===== src/rtl/imm_decode_stage.sv =====
`default_nettype none
// ============================================================================
// Module   : imm_decode_stage
// Purpose  : RISC-V immediate/format decoder with pc-relative target, held in a
//            single registered valid/ready pipeline slot.
// Revision : 1.0 - initial release
// ============================================================================
module imm_decode_stage #(
  parameter int XLEN = 32  // 32 or 64
) (
  input  logic            clk,
  input  logic            reset,
  input  logic            flush,
  input  logic            in_valid,
  output logic            in_ready,
  input  logic [31:0]     instruction,
  input  logic [XLEN-1:0] pc,
  output logic            out_valid,
  input  logic            out_ready,
  output logic [XLEN-1:0] immediate_out,
  output logic [2:0]      fmt_out,
  output logic [XLEN-1:0] target_out,
  output logic            illegal_out
);

  localparam logic [2:0] c_fmt_r     = 3'd0;
  localparam logic [2:0] c_fmt_i     = 3'd1;
  localparam logic [2:0] c_fmt_s     = 3'd2;
  localparam logic [2:0] c_fmt_b     = 3'd3;
  localparam logic [2:0] c_fmt_u     = 3'd4;
  localparam logic [2:0] c_fmt_j     = 3'd5;
  localparam logic [2:0] c_fmt_shamt = 3'd6;
  localparam logic [2:0] c_fmt_none  = 3'd7;

  localparam logic [6:0] c_op_load   = 7'b0000011;
  localparam logic [6:0] c_op_jalr   = 7'b1100111;
  localparam logic [6:0] c_op_imm    = 7'b0010011;
  localparam logic [6:0] c_op_store  = 7'b0100011;
  localparam logic [6:0] c_op_branch = 7'b1100011;
  localparam logic [6:0] c_op_lui    = 7'b0110111;
  localparam logic [6:0] c_op_auipc  = 7'b0010111;
  localparam logic [6:0] c_op_jal    = 7'b1101111;
  localparam logic [6:0] c_op_reg    = 7'b0110011;
  localparam logic [6:0] c_op_system = 7'b1110011;

  logic [6:0]      w_opcode;
  logic [2:0]      w_funct3;
  logic [XLEN-1:0] w_imm;
  logic [2:0]      w_fmt;
  logic            w_illegal;
  logic            w_accept;

  logic            valid_q,   valid_d;
  logic [XLEN-1:0] imm_q,     imm_d;
  logic [2:0]      fmt_q,     fmt_d;
  logic [XLEN-1:0] target_q,  target_d;
  logic            illegal_q, illegal_d;

  assign w_opcode = instruction[6:0];
  assign w_funct3 = instruction[14:12];

  // Size casts of signed operands sign-extend to XLEN for both legal widths.
  always_comb begin
    w_imm     = '0;
    w_fmt     = c_fmt_none;
    w_illegal = 1'b1;
    if (instruction[1:0] == 2'b11) begin
      w_illegal = 1'b0;
      case (w_opcode)
        c_op_load, c_op_jalr, c_op_system: begin
          w_fmt = c_fmt_i;
          w_imm = XLEN'($signed(instruction[31:20]));
        end
        c_op_imm: begin
          if (w_funct3 == 3'b001 || w_funct3 == 3'b101) begin
            w_fmt = c_fmt_shamt;
            w_imm = (XLEN == 64) ? XLEN'(instruction[25:20]) : XLEN'(instruction[24:20]);
          end else begin
            w_fmt = c_fmt_i;
            w_imm = XLEN'($signed(instruction[31:20]));
          end
        end
        c_op_store: begin
          w_fmt = c_fmt_s;
          w_imm = XLEN'($signed({instruction[31:25], instruction[11:7]}));
        end
        c_op_branch: begin
          w_fmt = c_fmt_b;
          w_imm = XLEN'($signed({instruction[31], instruction[7], instruction[30:25],
                                 instruction[11:8], 1'b0}));
        end
        c_op_lui, c_op_auipc: begin
          w_fmt = c_fmt_u;
          w_imm = XLEN'($signed({instruction[31:12], 12'b0}));
        end
        c_op_jal: begin
          w_fmt = c_fmt_j;
          w_imm = XLEN'($signed({instruction[31], instruction[19:12], instruction[20],
                                 instruction[30:21], 1'b0}));
        end
        c_op_reg: begin
          w_fmt = c_fmt_r;
        end
        default: begin
          w_fmt     = c_fmt_none;
          w_illegal = 1'b1;
        end
      endcase
    end
  end

  assign in_ready = !valid_q || out_ready;
  assign w_accept = in_valid && in_ready;

  // Data registers move only on a real accept; flush merely invalidates the slot.
  always_comb begin
    valid_d   = valid_q;
    imm_d     = imm_q;
    fmt_d     = fmt_q;
    target_d  = target_q;
    illegal_d = illegal_q;
    if (flush) begin
      valid_d = 1'b0;
    end else if (w_accept) begin
      valid_d   = 1'b1;
      imm_d     = w_imm;
      fmt_d     = w_fmt;
      target_d  = pc + w_imm;
      illegal_d = w_illegal;
    end else if (out_ready) begin
      valid_d = 1'b0;
    end
  end

  always_ff @(posedge clk) begin
    if (reset) begin
      valid_q   <= 1'b0;
      imm_q     <= '0;
      fmt_q     <= c_fmt_none;
      target_q  <= '0;
      illegal_q <= 1'b0;
    end else begin
      valid_q   <= valid_d;
      imm_q     <= imm_d;
      fmt_q     <= fmt_d;
      target_q  <= target_d;
      illegal_q <= illegal_d;
    end
  end

  assign out_valid     = valid_q;
  assign immediate_out = imm_q;
  assign fmt_out       = fmt_q;
  assign target_out    = target_q;
  assign illegal_out   = illegal_q;

endmodule
`default_nettype wire


===== config.mk =====
export PLATFORM = sky130hd
export DESIGN_NAME = imm_decode_stage
export DESIGN_NICKNAME = d
export VERILOG_FILES = /design/src/rtl/imm_decode_stage.sv
export SDC_FILE = /design/constraint.sdc
export NUM_CORES = 1
export LEC_CHECK = 0
export ABC_AREA = 0
export BUFFER_PORTS_ARGS = -buffer_cell sky130_fd_sc_hd__buf_2
export CORE_MARGIN = 2
export CORE_UTILIZATION = 56
export DETAILED_ROUTE_END_ITERATION = 7
export PLACE_DENSITY_LB_ADDON = 0.25
export SLEW_MARGIN = 30
export SYNTH_ARGS = -nofsm -noshare
export SYNTH_HDL_FRONTEND = slang
export SYNTH_SLANG_ARGS = --single-unit

===== constraint.sdc =====
create_clock -name clk -period 7.5 [get_ports clk]
set_clock_uncertainty 0.05 [all_clocks]
set_input_delay 1.5 -clock clk [delete_from_list [all_inputs] [get_ports clk]]
set_output_delay 1.5 -clock clk [all_outputs]
set_load 0.005 [all_outputs]

After elaboration in Yosys (flattened, before gate mapping)
Cells that the tools add are included.
Storage, ports and cells
  register bits after elaboration: 69
  output and inout port bits: 70
  input bits: 69
Cells by class
  reductions and logical operators: 10
  add/sub/neg operators: 1
  muxes and demuxes: 10
  bitwise operators: 1
  equality and inequality tests: 13
Operators by type and width (number)
  one-hot mux 32 bit (6 select lines): 1
  2-to-1 mux 32 bit: 2
  adder 32 bit: 1
  == test 7 bit, second input constant: 4
  == test 7 x 6 -> 1 bit, second input constant: 3
  one-hot mux 3 bit (7 select lines): 1
  == test 7 x 5 -> 1 bit, second input constant: 2
  OR reduction 10 bit: 1
  == test 7 x 2 -> 1 bit, second input constant: 1
  2-to-1 mux 3 bit: 2
  2-to-1 mux 1 bit: 4
  OR reduction 2 bit: 2
  == test 3 x 1 -> 1 bit, second input constant: 1
  == test 3 bit, second input constant: 1
  OR reduction 3 bit: 1
  == test 2 bit, second input constant: 1
  logical OR 1 bit: 2
  AND reduction 2 bit: 1
  nonzero test 2 bit: 1
  logical AND 1 bit: 1
  zero test 1 bit: 1
  inverter 1 bit: 1

Depth between registers and ports, before layout
  depth in word-level cells: 6
  depth in mapped cells: 17
  depth with buffers taken out: 16

Least setup slack after synthesis
No wires, ideal clock.
  kind: input to register
  start: input instruction[2]
  end: register target_q[30], in the netlist target_out[30]
  arrival: 4550 ps
  setup slack: 2768 ps
  data required time: 7317 ps
  stages: 17
  library setup time: 133 ps
  buffers on the path: 2
  cell sequence: buf_2 -> nor3_2 -> and3_1 -> buf_2 -> nand2_1 -> o22ai_1 -> ha_1 -> inv_1 -> fa_1 -> nand2b_1 -> o2bb2ai_1 -> a21o_2 -> o31ai_4 -> o2111ai_1 -> a31oi_1 -> mux2i_1 -> a31oi_1
Between the ends
  word-level cells in the longest chain between the ends: 5
  elaborated cells between the ends (all ways): 14
RTL lines
  start: declaration: line 16  | input logic [31:0] instruction,
  == test 7 x 2 -> 1 bit (tied with other cells): line 69  | case (w_opcode)
  OR reduction 3 bit / OR reduction 2 bit (equally long branches)
  one-hot mux 32 bit (6 select lines) (*): line 69
  2-to-1 mux 32 bit (*): line 67  | if (instruction[1:0] == 2'b11) begin
  named net w_imm[0]: line 48  | logic [XLEN-1:0] w_imm;
  adder 32 bit (*): line 128  | target_d = pc + w_imm;
  end signal: assignment: line 146  | target_q <= target_d;
  end: declaration: line 56  | logic [XLEN-1:0] target_q, target_d;
The timed path passes the listed nets; every way through them passes the cells marked *.
A chain may end at the register's enable or synchronous reset.

Worst setup path in the final report
  start: input instruction[1]
  end: register target_q[29], in the netlist target_out[29]
Between the ends
  word-level cells in the longest chain between the ends: 5
  elaborated cells between the ends (all ways): 15
RTL lines (line)
  == test 7 x 2 -> 1 bit (tied with other cells): 69
  OR reduction 3 bit / OR reduction 2 bit (equally long branches)
  one-hot mux 32 bit (6 select lines): 69
  2-to-1 mux 32 bit (*): 67
  named net w_imm[16]: 48
  adder 32 bit (*): 128
Marks and branches as above.

==> metrics.cfg <==
[run_status]
outcome = finished, final reports clean

[clocking]
numCtsBuffers = 9
clk_pin_slew_ns = 0.07
cts-resized-gates = 0
htree_levels = 3
clk_latency_ns = 0.36
cts_root_buf = clkbuf_8
cts_tree = done
holdBufCountCts = 0
cts_max_path_buffers = 2
tritoncts_num_sinks = 69
post_cts_buffers = 0

[die]
die-area_mm2 = 0.008875
start_util_pct = 58.37
die_w_um = 94.21
ios = 139
row_count = 32
die_h_um = 94.21
core-area_mm2 = 0.007807

[power_and_ir_drop]
finalPower_uw = 891.1
power_density_mw_per_mm2 = 162.1
ir_drop_mv = 0.09384
p_leak_uw = 0.002702

[sta]
setup_ws_ns = 2.552
period_share_pct = 65.97
fin_tns_setup_ns = 0
clock.fmax_ghz = 0.2021
worstMarginPinSlew_ns = 0.7734
finalHoldViolCount = 0
maxSlewViolCount = 0
rsz0062_at_grt = false
final.min_clock_period_ns = 4.948
setup_viol = 0
relSlewSlack_pct = 48.44

[finish]
final_layout_size_suffix_gt1_share_pct = 24.76
final_cell_mix = buf_2 (138), nand2_1 (108), dfxtp_1 (69)
multi_input_area_mm2 = 0.002997
layout_commonest_cell = buf_2
layout.nets = 811
fill_cells = 672
syn2layout_area_growth_pct = 20.68
n_antenna_cell = 0
regArea_mm2 = 0.001381
finalInstanceArea_mm2 = 0.005499

[setup_path]
path_class = in2reg
required_ns = 7.66
r2r-start = out_valid
crit_fanout = 11
r2r_end = fmt_out[2]
end_kind = flip-flop
rr_worst_depth = 7
cp-start-kind = input port
cp.arrival_ns = 5.11
reg2reg_slack_ns = 5.35

[routing]
drt-pass1-iter-count = 5
post-route-drc-count = 0
routed_wl_mm = 13.91
vias_per_cell = 6.070
drt_iter0_markers = 293
antenna_left = 0
via_count = 4959
wl_per_cell_um = 17.03

[synth]
yosysSeqAreaShare_pct = 30.31
synth_top_area_share_pct = 30.31
post_synth_instance_area_mm2 = 0.004557
synth_area_leader_cell = dfxtp_1
synth_area_leaders = dfxtp_1 (30%), nand2_1 (8.9%), ha_1 (8.5%)
syn-num-nets = 691
synth-edff-count = 0
synth_async_sr_flop_share_pct = 0
syn_inst = 590
syn_area_per_cell_um2 = 7.724
synthDistinctLibCells = 66
synth_ff_type = dfxtp_1
yosys_warnings = 0
synth-seq-cells = 69

[placed_design]
numPortBuffers = 138
hpwl_mm = 10.38
dpl_cell_area_mm2 = 0.005275
post-place-ws_ns = 2.254
place_congestion = 0.9427

[hold_path]
hold_path_end = target_out[23]
whs_path_depth = 2
hp-class = reg2reg
min_from = target_out[23]

[global_route]
grt_max_degree = 78
antenna_found_initial = 0
grt_pass1_vias = 4440
gr-total-overflow = 0
grt_pass1_wl_mm = 21.44
grt_util_all_layers_pct = 31.02

[flow_run]
cap_violations = 0

-- metrics by stage --
step | utilization (%) | hold slack [ns] | instances
CTS | 70.43 | 0.4044 | 817
global placement | 67.56 | 0.3866 | 801
floorplan | - | 0.3982 | 590
detailed placement | 67.56 | 0.3936 | 801
finish | 70.43 | 0.4002 | 817
global route | 70.43 | 0.4210 | 817
-- synthesized netlist by cell type (10+ instances only) --
library cell,n
a21o_1,37
a21oi_1,66
and2_1,10
clkbuf_1,24
dfxtp_1,69
ha_1,31
inv_1,12
nand2_1,108
nand3_1,17
nor2_1,31
nor3_1,15
o21ai_0,17
xnor2_1,11
-- final cells by class --
type                       count  area share, %
inverter                      13         0.8874
sequential                    69          25.12
clock inverter                 6          1.570
timing repair buffer         142          13.11
tap                          102          2.321
multi-input combinational    475          54.49
clock buffer                  10          2.503
-- worst max path at each step --
stage / from / endpoint / slack (ns) / cells after the start
after detailed placement: instruction[1] / target_out[30] / 2.25 / 17
after floorplan: instruction[2] / target_out[30] / 2.77 / 17
after global placement: instruction[1] / target_out[30] / 2.46 / 17
after CTS: instruction[1] / target_out[30] / 2.61 / 17
final: instruction[1] / target_out[29] / 2.55 / 15
after global routing: instruction[1] / target_out[30] / 2.25 / 17
-- worst max-delay path, cell delays in order --
cell and delay, ns:
buf_2 0.09, nand2_1 0.12, nor3_2 0.26, and3_1 0.47
o21a_1 0.40, a21o_1 0.19, ha_1 0.28, and3_1 0.28
nand2_1 0.08, o22ai_1 0.17, nor2_1 0.08, o21ai_0 0.36
nor2_1 0.20, o311ai_0 0.48, o211ai_1 0.15
-- power breakdown --
group          leakage (uW)  internal (uW)  total [uW]  switching, uW
combinational       0.00203           64.0         159           94.9
clock              0.000112            196         347            151
sequential         0.000561            379         385           6.54
-- layer usage --
layer / share of wire [%] / track usage, % / wire, um / vias up
met2: 47 / 51.61 / 6561 / 266
met4: 4.1 / 16.18 / 573 / 0
met1: 40 / 38.06 / 5603 / 2276
met5: 0 / 0 / 0 / -
li1: - / - / - / 2371
met3: 8.4 / 5.618 / 1172 / 46
-- flip-flops by register name, indices dropped and copies added, names as in the netlist --
signal,cells
fmt_out,3
out_valid,1
immediate_out,32
illegal_out,1
target_out,32
-- cell families (layout without fill, tap and decap cells) --
logic type | after synthesis | in the layout | share of synthesized area, %
AO/OA/AOI/OAI | 191 | 191 | 28.12
buffers and inverters | 46 | 171 | 4.036
flip-flops | 69 | 69 | 30.31
XOR/XNOR | 18 | 18 | 3.460
adder cells (fa/ha/maj) | 32 | 32 | 8.951
multiplexers | 2 | 2 | 0.4393
AND/OR/NAND/NOR | 232 | 232 | 24.68
No activity file was read; power rests on OpenSTA's default activity.
